## config.mk

```make
export PLATFORM = sky130hd
export DESIGN_NAME = uart_txrx
export DESIGN_NICKNAME = d
export VERILOG_FILES = /design/src/rtl/uart_pkg.sv /design/src/rtl/uart_rx.sv /design/src/rtl/uart_tx.sv /design/src/rtl/uart_txrx.sv
export SDC_FILE = /design/constraint.sdc
export NUM_CORES = 1
export LEC_CHECK = 0
export BUFFER_PORTS_ARGS = -buffer_cell sky130_fd_sc_hd__buf_2
export CAP_MARGIN = 20
export CORE_MARGIN = 4
export CORE_UTILIZATION = 60
export DETAILED_ROUTE_END_ITERATION = 10
export GPL_ROUTABILITY_DRIVEN = 0
export GPL_TIMING_DRIVEN = 0
export PLACE_DENSITY_LB_ADDON = 0.2
export SLEW_MARGIN = 20
export SYNTH_ARGS = -nofsm -noshare
export SYNTH_HDL_FRONTEND = slang
export SYNTH_SLANG_ARGS = --single-unit
```

## constraint.sdc

```tcl
create_clock -name i_Clock -period 5.66 [get_ports i_Clock]
set_input_delay 0.849 -clock i_Clock [delete_from_list [all_inputs] [get_ports i_Clock]]
set_output_delay 0.849 -clock i_Clock [all_outputs]
set_load 0.05 [all_outputs]
```

## src/rtl/uart_pkg.sv

```systemverilog
// uart_pkg: types and constants shared by the UART transmitter and receiver.
//   UART_DATA_BITS  - data bits per frame (8N1)
//   UART_IDLE_LEVEL - line level while no frame is in flight
//   tx_state_e      - transmitter FSM states
//   rx_state_e      - receiver FSM states
package uart_pkg;

    localparam int unsigned UART_DATA_BITS  = 8;
    localparam logic        UART_IDLE_LEVEL = 1'b1;

    typedef enum logic [2:0] {
        TX_IDLE,
        TX_START,
        TX_DATA,
        TX_STOP,
        TX_CLEANUP
    } tx_state_e;

    typedef enum logic [2:0] {
        RX_IDLE,
        RX_START,
        RX_DATA,
        RX_STOP,
        RX_CLEANUP
    } rx_state_e;

endpackage

```

## src/rtl/uart_rx.sv

```systemverilog
// uart_rx: 8N1 serial receiver with mid-bit sampling.
//   i_Clock     - system clock, rising edge
//   i_Rst_n     - asynchronous active-low reset
//   i_RX_Serial - asynchronous serial input, idles high
//   o_RX_DV     - one-cycle pulse when a byte with a valid stop bit lands
//   o_RX_Byte   - last good byte, held until the next one
// A start bit must still read low at its midpoint or it is dropped as a
// glitch; a low stop bit discards the frame without touching o_RX_Byte.
module uart_rx
    import uart_pkg::*;
#(
    parameter int unsigned CLKS_PER_BIT = 217
) (
    input  logic       i_Clock,
    input  logic       i_Rst_n,
    input  logic       i_RX_Serial,
    output logic       o_RX_DV,
    output logic [7:0] o_RX_Byte
);

    localparam int unsigned CNT_W = $clog2(CLKS_PER_BIT);
    localparam int unsigned IDX_W = $clog2(UART_DATA_BITS);

    localparam logic [CNT_W-1:0] BIT_LAST  = CNT_W'(CLKS_PER_BIT - 1);
    localparam logic [CNT_W-1:0] HALF_LAST = CNT_W'((CLKS_PER_BIT - 1) / 2);
    localparam logic [IDX_W-1:0] IDX_LAST  = IDX_W'(UART_DATA_BITS - 1);

    // Two-flop synchronizer, reset to the idle level so reset never looks
    // like a start bit.
    logic rx_meta_q;
    logic rx_sync_q;

    always_ff @(posedge i_Clock or negedge i_Rst_n) begin
        if (!i_Rst_n) begin
            rx_meta_q <= UART_IDLE_LEVEL;
            rx_sync_q <= UART_IDLE_LEVEL;
        end else begin
            rx_meta_q <= i_RX_Serial;
            rx_sync_q <= rx_meta_q;
        end
    end

    rx_state_e          state_q;
    logic [CNT_W-1:0]   clk_cnt_q;
    logic [IDX_W-1:0]   bit_idx_q;
    logic [7:0]         shift_q;
    logic [7:0]         byte_q;
    logic               dv_q;

    always_ff @(posedge i_Clock or negedge i_Rst_n) begin
        if (!i_Rst_n) begin
            state_q   <= RX_IDLE;
            clk_cnt_q <= '0;
            bit_idx_q <= '0;
            shift_q   <= '0;
            byte_q    <= '0;
            dv_q      <= 1'b0;
        end else begin
            dv_q <= 1'b0;
            unique case (state_q)
                RX_IDLE: begin
                    clk_cnt_q <= '0;
                    bit_idx_q <= '0;
                    if (rx_sync_q == 1'b0) begin
                        state_q <= RX_START;
                    end
                end

                RX_START: begin
                    if (clk_cnt_q != HALF_LAST) begin
                        clk_cnt_q <= clk_cnt_q + CNT_W'(1);
                    end else begin
                        clk_cnt_q <= '0;
                        // From here on every full bit period lands mid-bit.
                        state_q   <= (rx_sync_q == 1'b0) ? RX_DATA : RX_IDLE;
                    end
                end

                RX_DATA: begin
                    if (clk_cnt_q != BIT_LAST) begin
                        clk_cnt_q <= clk_cnt_q + CNT_W'(1);
                    end else begin
                        clk_cnt_q <= '0;
                        // LSB arrives first, so shift in from the top.
                        shift_q   <= {rx_sync_q, shift_q[7:1]};
                        if (bit_idx_q != IDX_LAST) begin
                            bit_idx_q <= bit_idx_q + IDX_W'(1);
                        end else begin
                            bit_idx_q <= '0;
                            state_q   <= RX_STOP;
                        end
                    end
                end

                RX_STOP: begin
                    if (clk_cnt_q != BIT_LAST) begin
                        clk_cnt_q <= clk_cnt_q + CNT_W'(1);
                    end else begin
                        clk_cnt_q <= '0;
                        if (rx_sync_q == UART_IDLE_LEVEL) begin
                            byte_q <= shift_q;
                            dv_q   <= 1'b1;
                        end
                        state_q <= RX_CLEANUP;
                    end
                end

                RX_CLEANUP: begin
                    state_q <= RX_IDLE;
                end

                default: begin
                    state_q <= RX_IDLE;
                end
            endcase
        end
    end

    assign o_RX_DV   = dv_q;
    assign o_RX_Byte = byte_q;

endmodule

```

## src/rtl/uart_tx.sv

```systemverilog
// uart_tx: 8N1 serial transmitter.
//   i_Clock     - system clock, rising edge
//   i_Rst_n     - asynchronous active-low reset
//   i_TX_DV     - transmit request strobe, honoured only while idle
//   i_TX_Byte   - byte to send, captured with an accepted request
//   o_TX_Active - high from the start bit through the stop bit
//   o_TX_Serial - serial line, idles high
//   o_TX_Done   - one-cycle pulse as the stop bit ends
// CLKS_PER_BIT must be at least 4.
module uart_tx
    import uart_pkg::*;
#(
    parameter int unsigned CLKS_PER_BIT = 217
) (
    input  logic       i_Clock,
    input  logic       i_Rst_n,
    input  logic       i_TX_DV,
    input  logic [7:0] i_TX_Byte,
    output logic       o_TX_Active,
    output logic       o_TX_Serial,
    output logic       o_TX_Done
);

    localparam int unsigned CNT_W = $clog2(CLKS_PER_BIT);
    localparam int unsigned IDX_W = $clog2(UART_DATA_BITS);

    localparam logic [CNT_W-1:0] BIT_LAST = CNT_W'(CLKS_PER_BIT - 1);
    localparam logic [IDX_W-1:0] IDX_LAST = IDX_W'(UART_DATA_BITS - 1);

    tx_state_e              state_q;
    logic [CNT_W-1:0]       clk_cnt_q;
    logic [IDX_W-1:0]       bit_idx_q;
    logic [7:0]             tx_data_q;
    logic                   serial_q;
    logic                   active_q;
    logic                   done_q;

    always_ff @(posedge i_Clock or negedge i_Rst_n) begin
        if (!i_Rst_n) begin
            state_q   <= TX_IDLE;
            clk_cnt_q <= '0;
            bit_idx_q <= '0;
            tx_data_q <= '0;
            serial_q  <= UART_IDLE_LEVEL;
            active_q  <= 1'b0;
            done_q    <= 1'b0;
        end else begin
            done_q <= 1'b0;
            unique case (state_q)
                TX_IDLE: begin
                    serial_q  <= UART_IDLE_LEVEL;
                    clk_cnt_q <= '0;
                    bit_idx_q <= '0;
                    if (i_TX_DV) begin
                        tx_data_q <= i_TX_Byte;
                        active_q  <= 1'b1;
                        serial_q  <= 1'b0;  // start bit goes out on the next cycle
                        state_q   <= TX_START;
                    end
                end

                TX_START: begin
                    if (clk_cnt_q != BIT_LAST) begin
                        clk_cnt_q <= clk_cnt_q + CNT_W'(1);
                    end else begin
                        clk_cnt_q <= '0;
                        serial_q  <= tx_data_q[0];
                        state_q   <= TX_DATA;
                    end
                end

                TX_DATA: begin
                    if (clk_cnt_q != BIT_LAST) begin
                        clk_cnt_q <= clk_cnt_q + CNT_W'(1);
                    end else begin
                        clk_cnt_q <= '0;
                        if (bit_idx_q != IDX_LAST) begin
                            // Shift register keeps the next bit at index 1.
                            bit_idx_q <= bit_idx_q + IDX_W'(1);
                            serial_q  <= tx_data_q[1];
                            tx_data_q <= {1'b0, tx_data_q[7:1]};
                        end else begin
                            bit_idx_q <= '0;
                            serial_q  <= UART_IDLE_LEVEL;
                            state_q   <= TX_STOP;
                        end
                    end
                end

                TX_STOP: begin
                    if (clk_cnt_q != BIT_LAST) begin
                        clk_cnt_q <= clk_cnt_q + CNT_W'(1);
                    end else begin
                        clk_cnt_q <= '0;
                        done_q    <= 1'b1;
                        active_q  <= 1'b0;
                        state_q   <= TX_CLEANUP;
                    end
                end

                TX_CLEANUP: begin
                    state_q <= TX_IDLE;
                end

                default: begin
                    state_q <= TX_IDLE;
                end
            endcase
        end
    end

    assign o_TX_Active = active_q;
    assign o_TX_Serial = serial_q;
    assign o_TX_Done   = done_q;

endmodule

```

## src/rtl/uart_txrx.sv

```systemverilog
// uart_txrx: independent 8N1 transmitter and receiver on one clock/reset.
//   CLKS_PER_BIT - clock cycles per serial bit (>= 4)
//   i_Clock      - system clock, rising edge
//   i_Rst_n      - asynchronous active-low reset
//   i_TX_DV      - transmit request strobe
//   i_TX_Byte    - byte to transmit
//   o_TX_Active  - transmit frame in progress
//   o_TX_Serial  - serial output, idles high
//   o_TX_Done    - one-cycle pulse at end of a transmit frame
//   i_RX_Serial  - serial input, idles high
//   o_RX_DV      - one-cycle pulse on a received byte
//   o_RX_Byte    - last received byte
module uart_txrx
    import uart_pkg::*;
#(
    parameter int unsigned CLKS_PER_BIT = 217
) (
    input  logic       i_Clock,
    input  logic       i_Rst_n,
    input  logic       i_TX_DV,
    input  logic [7:0] i_TX_Byte,
    output logic       o_TX_Active,
    output logic       o_TX_Serial,
    output logic       o_TX_Done,
    input  logic       i_RX_Serial,
    output logic       o_RX_DV,
    output logic [7:0] o_RX_Byte
);

    uart_tx #(
        .CLKS_PER_BIT (CLKS_PER_BIT)
    ) u_tx (
        .i_Clock     (i_Clock),
        .i_Rst_n     (i_Rst_n),
        .i_TX_DV     (i_TX_DV),
        .i_TX_Byte   (i_TX_Byte),
        .o_TX_Active (o_TX_Active),
        .o_TX_Serial (o_TX_Serial),
        .o_TX_Done   (o_TX_Done)
    );

    uart_rx #(
        .CLKS_PER_BIT (CLKS_PER_BIT)
    ) u_rx (
        .i_Clock     (i_Clock),
        .i_Rst_n     (i_Rst_n),
        .i_RX_Serial (i_RX_Serial),
        .o_RX_DV     (o_RX_DV),
        .o_RX_Byte   (o_RX_Byte)
    );

endmodule

```

After elaboration in Yosys (flattened, before gate mapping)

Cells that the tools add are included.

Flip-flop bits (word level): 58
Bits in latches: 0
RAM bits: 0
Logic and storage cells: 102
Output and inout port bits: 12
Memories: 0
Bits in read-only memories: 0

Reductions and logical operators: 19
Div/mod/pow operators: 0
Shift operators: 0
Equality and inequality tests: 22
Bitwise gates (word level): 1
Order comparisons: 0
Muxes and demuxes: 41
$mul: 0
$add $sub $neg: 4

Operators with widths:

| operator            | number |
|---|---|
| $mux 8              | 6 |
| $mux 3              | 14 |
| $pmux 8 s2          | 2 |
| $pmux 3 s4          | 2 |
| $pmux 8 s3          | 1 |
| $ne 2x2->1 const B  | 10 |
| $add 8x1->8 const B | 2 |
| $ne 8x8->1 const B  | 2 |
| $eq 3x2->1 const B  | 4 |
| $pmux 3 s2          | 2 |
| $mux 1              | 11 |
| $reduce_and 5->1    | 2 |
| $reduce_and 3->1    | 3 |
| $ne 8x7->1 const B  | 1 |
| $reduce_bool 2->1   | 4 |
| $add 3x1->3 const B | 2 |
| $eq 3x1->1 const B  | 2 |
| $logic_not 3->1     | 2 |
| $ne 3x3->1 const B  | 2 |
| $reduce_and 2->1    | 3 |
| $reduce_bool 3->1   | 2 |
| $reduce_and 4->1    | 1 |
| $pmux 1 s3          | 1 |
| $reduce_or 3->1     | 1 |
| other kinds (5)     | 5 |

Longest topological paths before layout

Gate-level depths: netlist (run 1).

Word-level depth: 4
Depth in mapped cells: 7
Mapped depth without buffers: 6

Modules after synthesis

Synthesis (run 1) repeated with hierarchy kept, for this count alone.

Cell total of the unflattened synthesis: 246
Area total of the unflattened synthesis: 2897.8 um^2

By module, submodules not included:

| module  | times used | cells an instance | area each (um^2) |
|---|---|---|---|
| uart_rx | 1          | 120               | 1532.7 |
| uart_tx | 1          | 126               | 1365.1 |

Worst setup path after synthesis (run 1)

OpenSTA, ideal clock, no wires.

Kind: reg-to-reg
Start point: register u_rx.clk_cnt_q[0]
End point: register u_rx.byte_q[0] (netlist: u_rx.o_RX_Byte[0])
Cell stages (with the launch flop): 8
Clock period less this slack: 1977 ps
Setup time: 125 ps
Slack: 3683 ps
Arrival time: 1853 ps
Path through: dfrtp_1 inv_1 ha_1 nand4b_1 or3_2 clkbuf_4 nor2_8 mux2_2

Cells in the longest elaborated chain, start to end: 3

Ends and longest elaborated chain:

| element                    | RTL line       | text |
|---|---|---|
| start: declaration         | uart_rx.sv:44  | `logic [CNT_W-1:0] clk_cnt_q;` |
| start signal: assignment   | uart_rx.sv:71  | `clk_cnt_q <= clk_cnt_q + CNT_W'(1);` |
| start signal: assignment   | uart_rx.sv:81  | `clk_cnt_q <= clk_cnt_q + CNT_W'(1);` |
| start signal: assignment   | uart_rx.sv:97  | `clk_cnt_q <= clk_cnt_q + CNT_W'(1);` |
| $ne 8x8->1                 | uart_rx.sv:96  | `if (clk_cnt_q != BIT_LAST) begin` |
| $not 1->1 (no line)        | --             |  |
| $reduce_and 3->1 (no line) | --             |  |
| end signal: assignment     | uart_rx.sv:101 | `byte_q <= shift_q;` |
| end: declaration           | uart_rx.sv:47  | `logic [7:0] byte_q;` |

Every way passes these cells.
A chain may end at the register's enable or synchronous reset.

Final worst setup path (run 1)

Start point: register u_rx.clk_cnt_q[0]
End point: register u_rx.byte_q[6] (netlist: u_rx.o_RX_Byte[6])

Same word-level chain as after synthesis.

==> metrics.cfg, run 1 <==
[floorplan]
die_w_um=77.27
start_util_pct=63.92
chipHeight_um=77.27
die-area_um2=5971
ios=24
coreArea_um2=4504
rows=24

[synthesis]
async_flop_share_pct=100.0
syn_avg_cell_area_um2=11.16
synth_top_area_share_pct=47.81
ys_ff_latch=58
synth_top_family_by_area=simple AND/OR/NAND/NOR gates
synth_compound_area_share_pct=11.34
synth_seq_area_share_pct=50.54
synth.distinct_cells=50
synth_cells=258
synthXorXnorAreaFrac_pct=2.434
yosysTopAreaCell=dfrtp_1
synth-edff-count=0
synth.area.mux_share_pct=12.13
synth_simple_gate_area_share_pct=16.95
synth_warnings=0
synth-main-ff-cell=dfrtp_1
synth_adder_area_share_pct=3.477
netlist_top_cells_area=dfrtp_1, mux2_2, ha_1
syn_area_um2=2879
syn_nets=278

[drt]
dr.pass1.iters=4
vias=2046
drt_iter0_markers=123
drt-total-wl_um=5256
viasPerCell=5.862
wire_per_inst_um=15.06
antenna_left=0
drcViolationCount=0

[clock_tree]
cts_buffers=9
cts.sinks=58
postCtsSetupBuffers=0
cts_max_level=3
ctsHoldBuffers=0
cts_tree=done
cts_resized=0
path_clk_slew_ps=70
root_buffer=clkbuf_8
clk_path_buf_depth=2
clock_latency_ps=330

[layout]
drive_above_1_share_pct=29.29
fillers=319
area_growth_pct=13.43
diodes=0
final_nets=312

[sta]
rsz0062_at_grt=false
hold_viol_final=0
setup_viol=0
period_needed_ps=2136
fin_setup_tns_ps=0
slew_headroom_pct=52.43
fin_ws_ps=3524
worstMarginPinSlew_ps=713.5
slew_violations=0
fmax_mhz=468.2
worst_clock_skew_ps=7.032
fin_crit_sh_pct=37.74

[global_route]
grt_pass1_vias=2019
grt_pass1_wl_um=9377
grtUsageTotal_pct=19.68
antenna_found_initial=0
grt_overflow=0
grt_max_degree=59

[power]
comb_power_share_pct=9.9
power_frac_clock_pct=40.6
internal_power_w=0.0007016
power_frac_seq_pct=49.5
leakage_nw=1.563
p_switching_w=0.0002538
netSwitchingFraction_pct=26.57
pwr_density_cell_nw_per_um2=292.6
ir_drop_uv=203.6

[worst_setup_path]
path_max_fanout=8
reg2reg_setup_slack_ps=3520
cp.required_ps=5870
start_kind=register
endpoint=u_rx.o_RX_Byte[6]$_DFFE_PN0P_
critical_path_class=reg -> reg
r2r-start=u_rx.clk_cnt_q[0]$_DFFE_PN0P_
crit_start=u_rx.clk_cnt_q[0]$_DFFE_PN0P_
worstRegToRegCells=7
critPathArrivalTime_ps=2350
r2r_end=u_rx.o_RX_Byte[6]$_DFFE_PN0P_
critPathCaptureType=register

[place]
dp_slack_ps=3527
portBuffers=23
hpwlAfterDp_um=3574

[run_status]
status=complete, no violations

[min_path]
hold_class=reg -> reg

[run]
drv_cap=0

-- kinds of logic after synthesis --
group | after synthesis
fa+ha+maj | 8
mux | 31
compound gates | 48
flops | 58
xor+xnor | 8
buf+inv | 19
simple gates | 86
-- placed cells by master, fill, tap and decap left out, types with 3 or more instances in the layout --
master,count
a22o_1,6
and3_1,4
inv_1,8
clkinvlp_4,3
ha_1,8
o21ai_0,17
nor3b_1,4
nor2_1,11
nor2b_1,4
clkbuf_8,10
nor3_1,6
nand3_1,12
nand2_1,19
clkbuf_1,5
buf_2,24
nand4b_1,4
dfrtp_1,55
or3_1,3
a21oi_1,12
xnor2_1,4
mux2_2,31
xor2_1,4
dfstp_2,3
-- sequential cells by signal (all words and copies together), names as in the netlist --
register          flops
u_tx.bit_idx_q        3
u_rx.o_RX_DV          1
u_rx.clk_cnt_q        8
u_rx.o_RX_Byte        8
u_tx.o_TX_Done        1
u_tx.clk_cnt_q        8
u_rx.rx_meta_q        1
u_rx.shift_q          8
u_rx.rx_sync_q        1
u_tx.o_TX_Active      1
u_tx.o_TX_Serial      1
u_rx.bit_idx_q        3
u_tx.state_q          3
u_tx.tx_data_q        8
u_rx.state_q          3
-- critical path, stage by stage, from the launching register on --
cell	delay, ps
dfrtp_1	430
inv_1	90
ha_1	180
nand4b_1	120
or3_2	460
clkbuf_4	200
nor2_8	170
mux2_2	360
-- Yosys cell counts (2+ instances only) --
library cell and n:
o21ai_0 17, nand3_1 12, nor2_1 11, or4_1 2, dfrtp_1 55, a22o_1 6
a211oi_1 2, inv_1 8, xnor2_1 4, dfstp_2 3, or3_1 3, nor3b_1 4
nand4_1 2, nand2b_1 2, clkbuf_1 5, nor3_1 6, nor4_1 2, ha_1 8
or2_2 2, nand2_1 19, and3_1 4, a21oi_1 12, a311oi_1 2, mux2_2 31
xor2_1 4, buf_2 2, nand4b_1 4, nor2b_1 4
-- area by class of cell --
class | instances | area, um2 | share of cell area [%]
sequential | 58 | 1455 | 44.56
clock buffer | 10 | 137.6 | 4.215
timing repair buffer | 23 | 117.6 | 3.602
buffer | 11 | 60.06 | 1.839
inverter | 8 | 30.03 | 0.9195
multi-input combinational | 181 | 1334 | 40.84
tap | 52 | 65.06 | 1.992
clock inverter | 6 | 66.31 | 2.031
-- metal layers --
metal / vias to the layer above / global-route usage, % / wire length [um]
met1: 988 / 25.86 / 2435
met2: 44 / 29.62 / 2516
met4: 0 / 8.007 / 74
li1: 1004 / - / -
met5: - / 0 / 0
met3: 10 / 6.909 / 229
-- power groups by stage --
stage | combinational, W | sequential [W] | clock [W]
after global placement | 0.0000901 | 0.000479 | 0
after CTS | 0.0000953 | 0.000473 | 0.000394
after global routing | 0.000109 | 0.000479 | 0.000423
final | 0.0000942 | 0.000473 | 0.000388
after floorplan | 0.0000656 | 0.000478 | 0
after detailed placement | 0.0000947 | 0.000480 | 0
-- how the worst min path moves through the flow --
stage | cells past startpoint | endpoint | from
CTS | 0 | u_rx.rx_sync_q$_DFF_PN1_ | u_rx.rx_meta_q$_DFF_PN1_
finish | 0 | u_rx.rx_sync_q$_DFF_PN1_ | u_rx.rx_meta_q$_DFF_PN1_
detailed placement | 0 | u_rx.rx_sync_q$_DFF_PN1_ | u_rx.rx_meta_q$_DFF_PN1_
global placement | 0 | u_rx.rx_sync_q$_DFF_PN1_ | u_rx.rx_meta_q$_DFF_PN1_
floorplan | 0 | u_rx.rx_sync_q$_DFF_PN1_ | u_rx.rx_meta_q$_DFF_PN1_
global route | 0 | u_rx.rx_sync_q$_DFF_PN1_ | u_rx.rx_meta_q$_DFF_PN1_
-- through the flow --
stage          instance area [um2]  instances  hold slack [ps]  power (W)  util (%)
2_1_floorplan                 2879        258            345.2  0.0005432         -
3_3_place_gp                  3059        333            350.7  0.0005687     67.92
3_5_place_dp                  3062        333            353.7  0.0005750     67.97
4_1_cts                       3266        349            368.2  0.0009624     72.50
5_1_grt                       3266        349            384.1   0.001010     72.50
6_report                      3266        349            367.0  0.0009555     72.50
Note: power is estimated with default switching activity, not from simulation.
==> run 2, diff against run 1 <==
ABC_AREA = 1   (was not set)
CORE_UTILIZATION = 54   (was 60)
clock period = 1.8 ns   (was 5.66 ns; I/O delays follow)
==> run 2 against run 1 <==
Effect of this change: the run now ends with negative hold slack left; count of clock-buffer cells in the layout is 1 lower; hold slack got worse by 380 ps; cell count increased by 40%; global-route usage down 1.8 points; synthesized area up 5.6%; critical path type unchanged; largest cell class unchanged.
==> metrics.cfg, run 2 <==
[sta]
hold_ws_ps=-10.84  ; was 367.0 ps
fin_setup_tns_ps=0  ; unchanged
worst_clock_skew_ps=5.819  ; was 7.032 ps
period_needed_ps=1660  ; was 2136 ps
rsz0062_at_grt=false  ; unchanged
fin_ws_ps=139.8  ; was 3524 ps
slew_headroom_pct=53.25  ; was 52.43%
fin_crit_sh_pct=92.24  ; was 37.74%
slew_violations=0  ; unchanged
setup_viol=0  ; unchanged
fmax_mhz=602.3  ; was 468.2 MHz
hold_viol_final=39  ; was 0
worstMarginPinSlew_ps=701.3  ; was 713.5 ps

[power]
ir_drop_uv=1038  ; was 203.6 uV
power_frac_clock_pct=29.0  ; was 40.6%
netSwitchingFraction_pct=37.67  ; was 26.57%
pwr_density_cell_nw_per_um2=1173  ; was 292.6 nW/um2
power_frac_seq_pct=40.3  ; was 49.5%
p_switching_w=0.001525  ; was 0.0002538 W
leakage_nw=1.898  ; was 1.563 nW
internal_power_w=0.002524  ; was 0.0007016 W
comb_power_share_pct=30.8  ; was 9.9%

[run]
drv_cap=0  ; unchanged

[layout]
fillers=508  ; was 319
area_growth_pct=13.59  ; was 13.43%
final_common_cell=nand2_1  ; was dfrtp_1
final_nets=431  ; was 312
diodes=0  ; unchanged
drive_above_1_share_pct=19.95  ; was 29.29%
final_cell_mix=nand2_1, dfrtp_1, inv_1  ; was dfrtp_1, mux2_2, buf_2

[run_status]
status=complete, but fails checks  ; was complete, no violations
failed_checks=negative hold slack

[synthesis]
synth-main-ff-cell=dfrtp_1  ; unchanged
synth_warnings=0  ; unchanged
netlist_top_cells_area=dfrtp_1, nand2_1, nand3_1  ; was dfrtp_1, mux2_2, ha_1
synth.distinct_cells=31  ; was 50
syn_avg_cell_area_um2=8.061  ; was 11.16 um2
synth-edff-count=0  ; unchanged
synth_top_area_share_pct=45.29  ; was 47.81%
yosysMostFrequentCell=nand2_1  ; was dfrtp_1
yosys-top-cells-count=nand2_1, dfrtp_1, inv_1  ; was dfrtp_1, mux2_2, nand2_1
syn_area_um2=3039  ; was 2879 um2
async_flop_share_pct=100.0  ; unchanged
synth_cells=377  ; was 258
yosysTopAreaCell=dfrtp_1  ; unchanged
synth_seq_area_share_pct=47.88  ; was 50.54%
ys_ff_latch=58  ; unchanged
syn_nets=397  ; was 278

[place]
portBuffers=23  ; unchanged
dp_slack_ps=115.8  ; was 3527 ps
hpwlAfterDp_um=4078  ; was 3574 um

[drt]
vias=2470  ; was 2,046
dr.pass1.iters=4  ; unchanged
drt-total-wl_um=5676  ; was 5256 um
wire_per_inst_um=11.63  ; was 15.06 um
viasPerCell=5.061  ; was 5.862
drcViolationCount=0  ; unchanged
drt_iter0_markers=97  ; was 123
antenna_left=0  ; unchanged

[global_route]
grtUsageTotal_pct=17.88  ; was 19.68%
grt_pass1_vias=2332  ; was 2,019
antenna_found_initial=0  ; unchanged
grt_overflow=0  ; unchanged
grt_pass1_wl_um=10050  ; was 9377 um
grt_max_degree=59  ; unchanged

[worst_setup_path]
cp.required_ps=2030  ; was 5870 ps
crit_slowest_cell=dfrtp_2  ; was or3_2
crit_top_cell=nand2_1
cp_cell_sequence=inv_1, ha_2, nand3_1, nor3_4, nand2_4, buf_6, nand2_1, nand2_1  ; was inv_1, ha_1, nand4b_1, or3_2, clkbuf_4, nor2_8, mux2_2
path_max_fanout=10  ; was 8
reg2reg_setup_slack_ps=140  ; was 3520 ps
cp_top_family=simple AND/OR/NAND/NOR gates  ; unchanged
critPathCaptureType=register  ; unchanged
critical_path_class=reg -> reg  ; unchanged
start_kind=register  ; unchanged
critPathArrivalTime_ps=1890  ; was 2350 ps
cpPeakStageDelay_ps=440  ; was 460 ps
critPathBufInv=2  ; unchanged

[floorplan]
start_util_pct=55.53  ; was 63.92%
coreArea_um2=5473  ; was 4504 um2
die_w_um=83.02  ; was 77.27 um
ios=24  ; unchanged
chipHeight_um=83.02  ; was 77.27 um
die-area_um2=6892  ; was 5971 um2
rows=27  ; was 24

[clock_tree]
clock_latency_ps=340  ; was 330 ps
root_buffer=clkbuf_8  ; unchanged
path_clk_slew_ps=70  ; about the same
clk_path_buf_depth=2  ; unchanged
cts.sinks=58  ; unchanged
ctsHoldBuffers=0  ; unchanged
cts_buffers=9  ; unchanged
cts_max_level=3  ; unchanged
cts_tree=done  ; unchanged

[min_path]
hold_class=in -> async  ; was reg -> reg

run 2: cell count changes after synthesis, moves of 23 or more:
cell / previous run / this run
mux2_2: 31 / 0
nand2_1: 19 / 124
nor2_1: 11 / 34
inv_1: 8 / 42
nand3_1: 12 / 36
run 2: path summary, 6_finish.rpt:
check,start,endpoint,depth (start not counted)
max,u_rx.clk_cnt_q[0]$_DFFE_PN0P_,u_rx.o_RX_Byte[0]$_DFFE_PN0P_,8
min,i_Rst_n,u_rx.clk_cnt_q[3]$_DFFE_PN0P_,1
max reg2reg,u_rx.clk_cnt_q[0]$_DFFE_PN0P_,u_rx.o_RX_Byte[0]$_DFFE_PN0P_,8
min reg2reg,u_rx.rx_meta_q$_DFF_PN1_,u_rx.rx_sync_q$_DFF_PN1_,0
max in group asynchronous,i_Rst_n,u_rx.clk_cnt_q[0]$_DFFE_PN0P_,1
min in group i_Clock,i_RX_Serial,u_rx.rx_meta_q$_DFF_PN1_,1
run 2: metrics by stage:
| step | cells | utilization (%) | power [W] | cell area [um2] |
|---|---|---|---|---|
| final | 488 | 63.08 | 0.004049 | 3452 |
| after global routing | 488 | 63.08 | 0.004369 | 3452 |
| after CTS | 488 | 62.87 | 0.004080 | 3441 |
| after detailed placement | 472 | 59.33 | 0.002890 | 3247 |
| after global placement | 472 | 59.28 | 0.002866 | 3244 |
| after floorplan | 377 | - | 0.002598 | 3039 |
run 2: cell type report:
type                    count  area (um2)  share of cell area [%]
plain buffers               6       48.80                   1.414
clock buffers               9       123.9                   3.588
clock inverters             7       70.07                   2.030
inverters                  47       177.7                   5.147
multi-input cells         266        1368                   39.62
flip-flops and latches     58        1456                   42.19
well taps                  72       90.09                   2.610
repair buffers             23       117.6                   3.407
run 2: routing by layer:
metal	wire length, um	global-route usage, %	vias to the layer above
li1	-	-	1276
met3	202	4.563	15
met1	2691	23.16	1131
met5	0	0	-
met2	2658	28.06	48
met4	123	8.470	0
run 2: power by group through the flow:
stage	registers [W]	clock network [W]	logic [W]
after floorplan	0.00170	0	0.000897
after global placement	0.00164	0	0.00122
after detailed placement	0.00165	0	0.00124
after CTS	0.00163	0.00121	0.00124
after global routing	0.00165	0.00128	0.00144
final	0.00163	0.00117	0.00125
run 2: cell families (layout without fill, tap and decap cells):
family | after synthesis | count (layout) | synth area share, %
AO/OA/AOI/OAI | 28 | 28 | 6.711
XOR/XNOR | 4 | 4 | 1.153
adder cells (fa/ha/maj) | 8 | 8 | 3.294
buffers and inverters | 53 | 92 | 7.451
flip-flops | 58 | 58 | 47.88
AND/OR/NAND/NOR | 226 | 226 | 33.51
run 2: worst reg2reg max path, cell delays in order (launching register included):
cell and delay (ps):
dfrtp_2 440, inv_1 90, ha_2 200, nand3_1 120, nor3_4 250, nand2_4 130, buf_6 180, nand2_1 70
nand2_1 60
run 2: repair_timing:
action,in CTS,in global routing
setup buffers,0,0
endpoints found under the setup margin,0,12
resized for setup,0,3
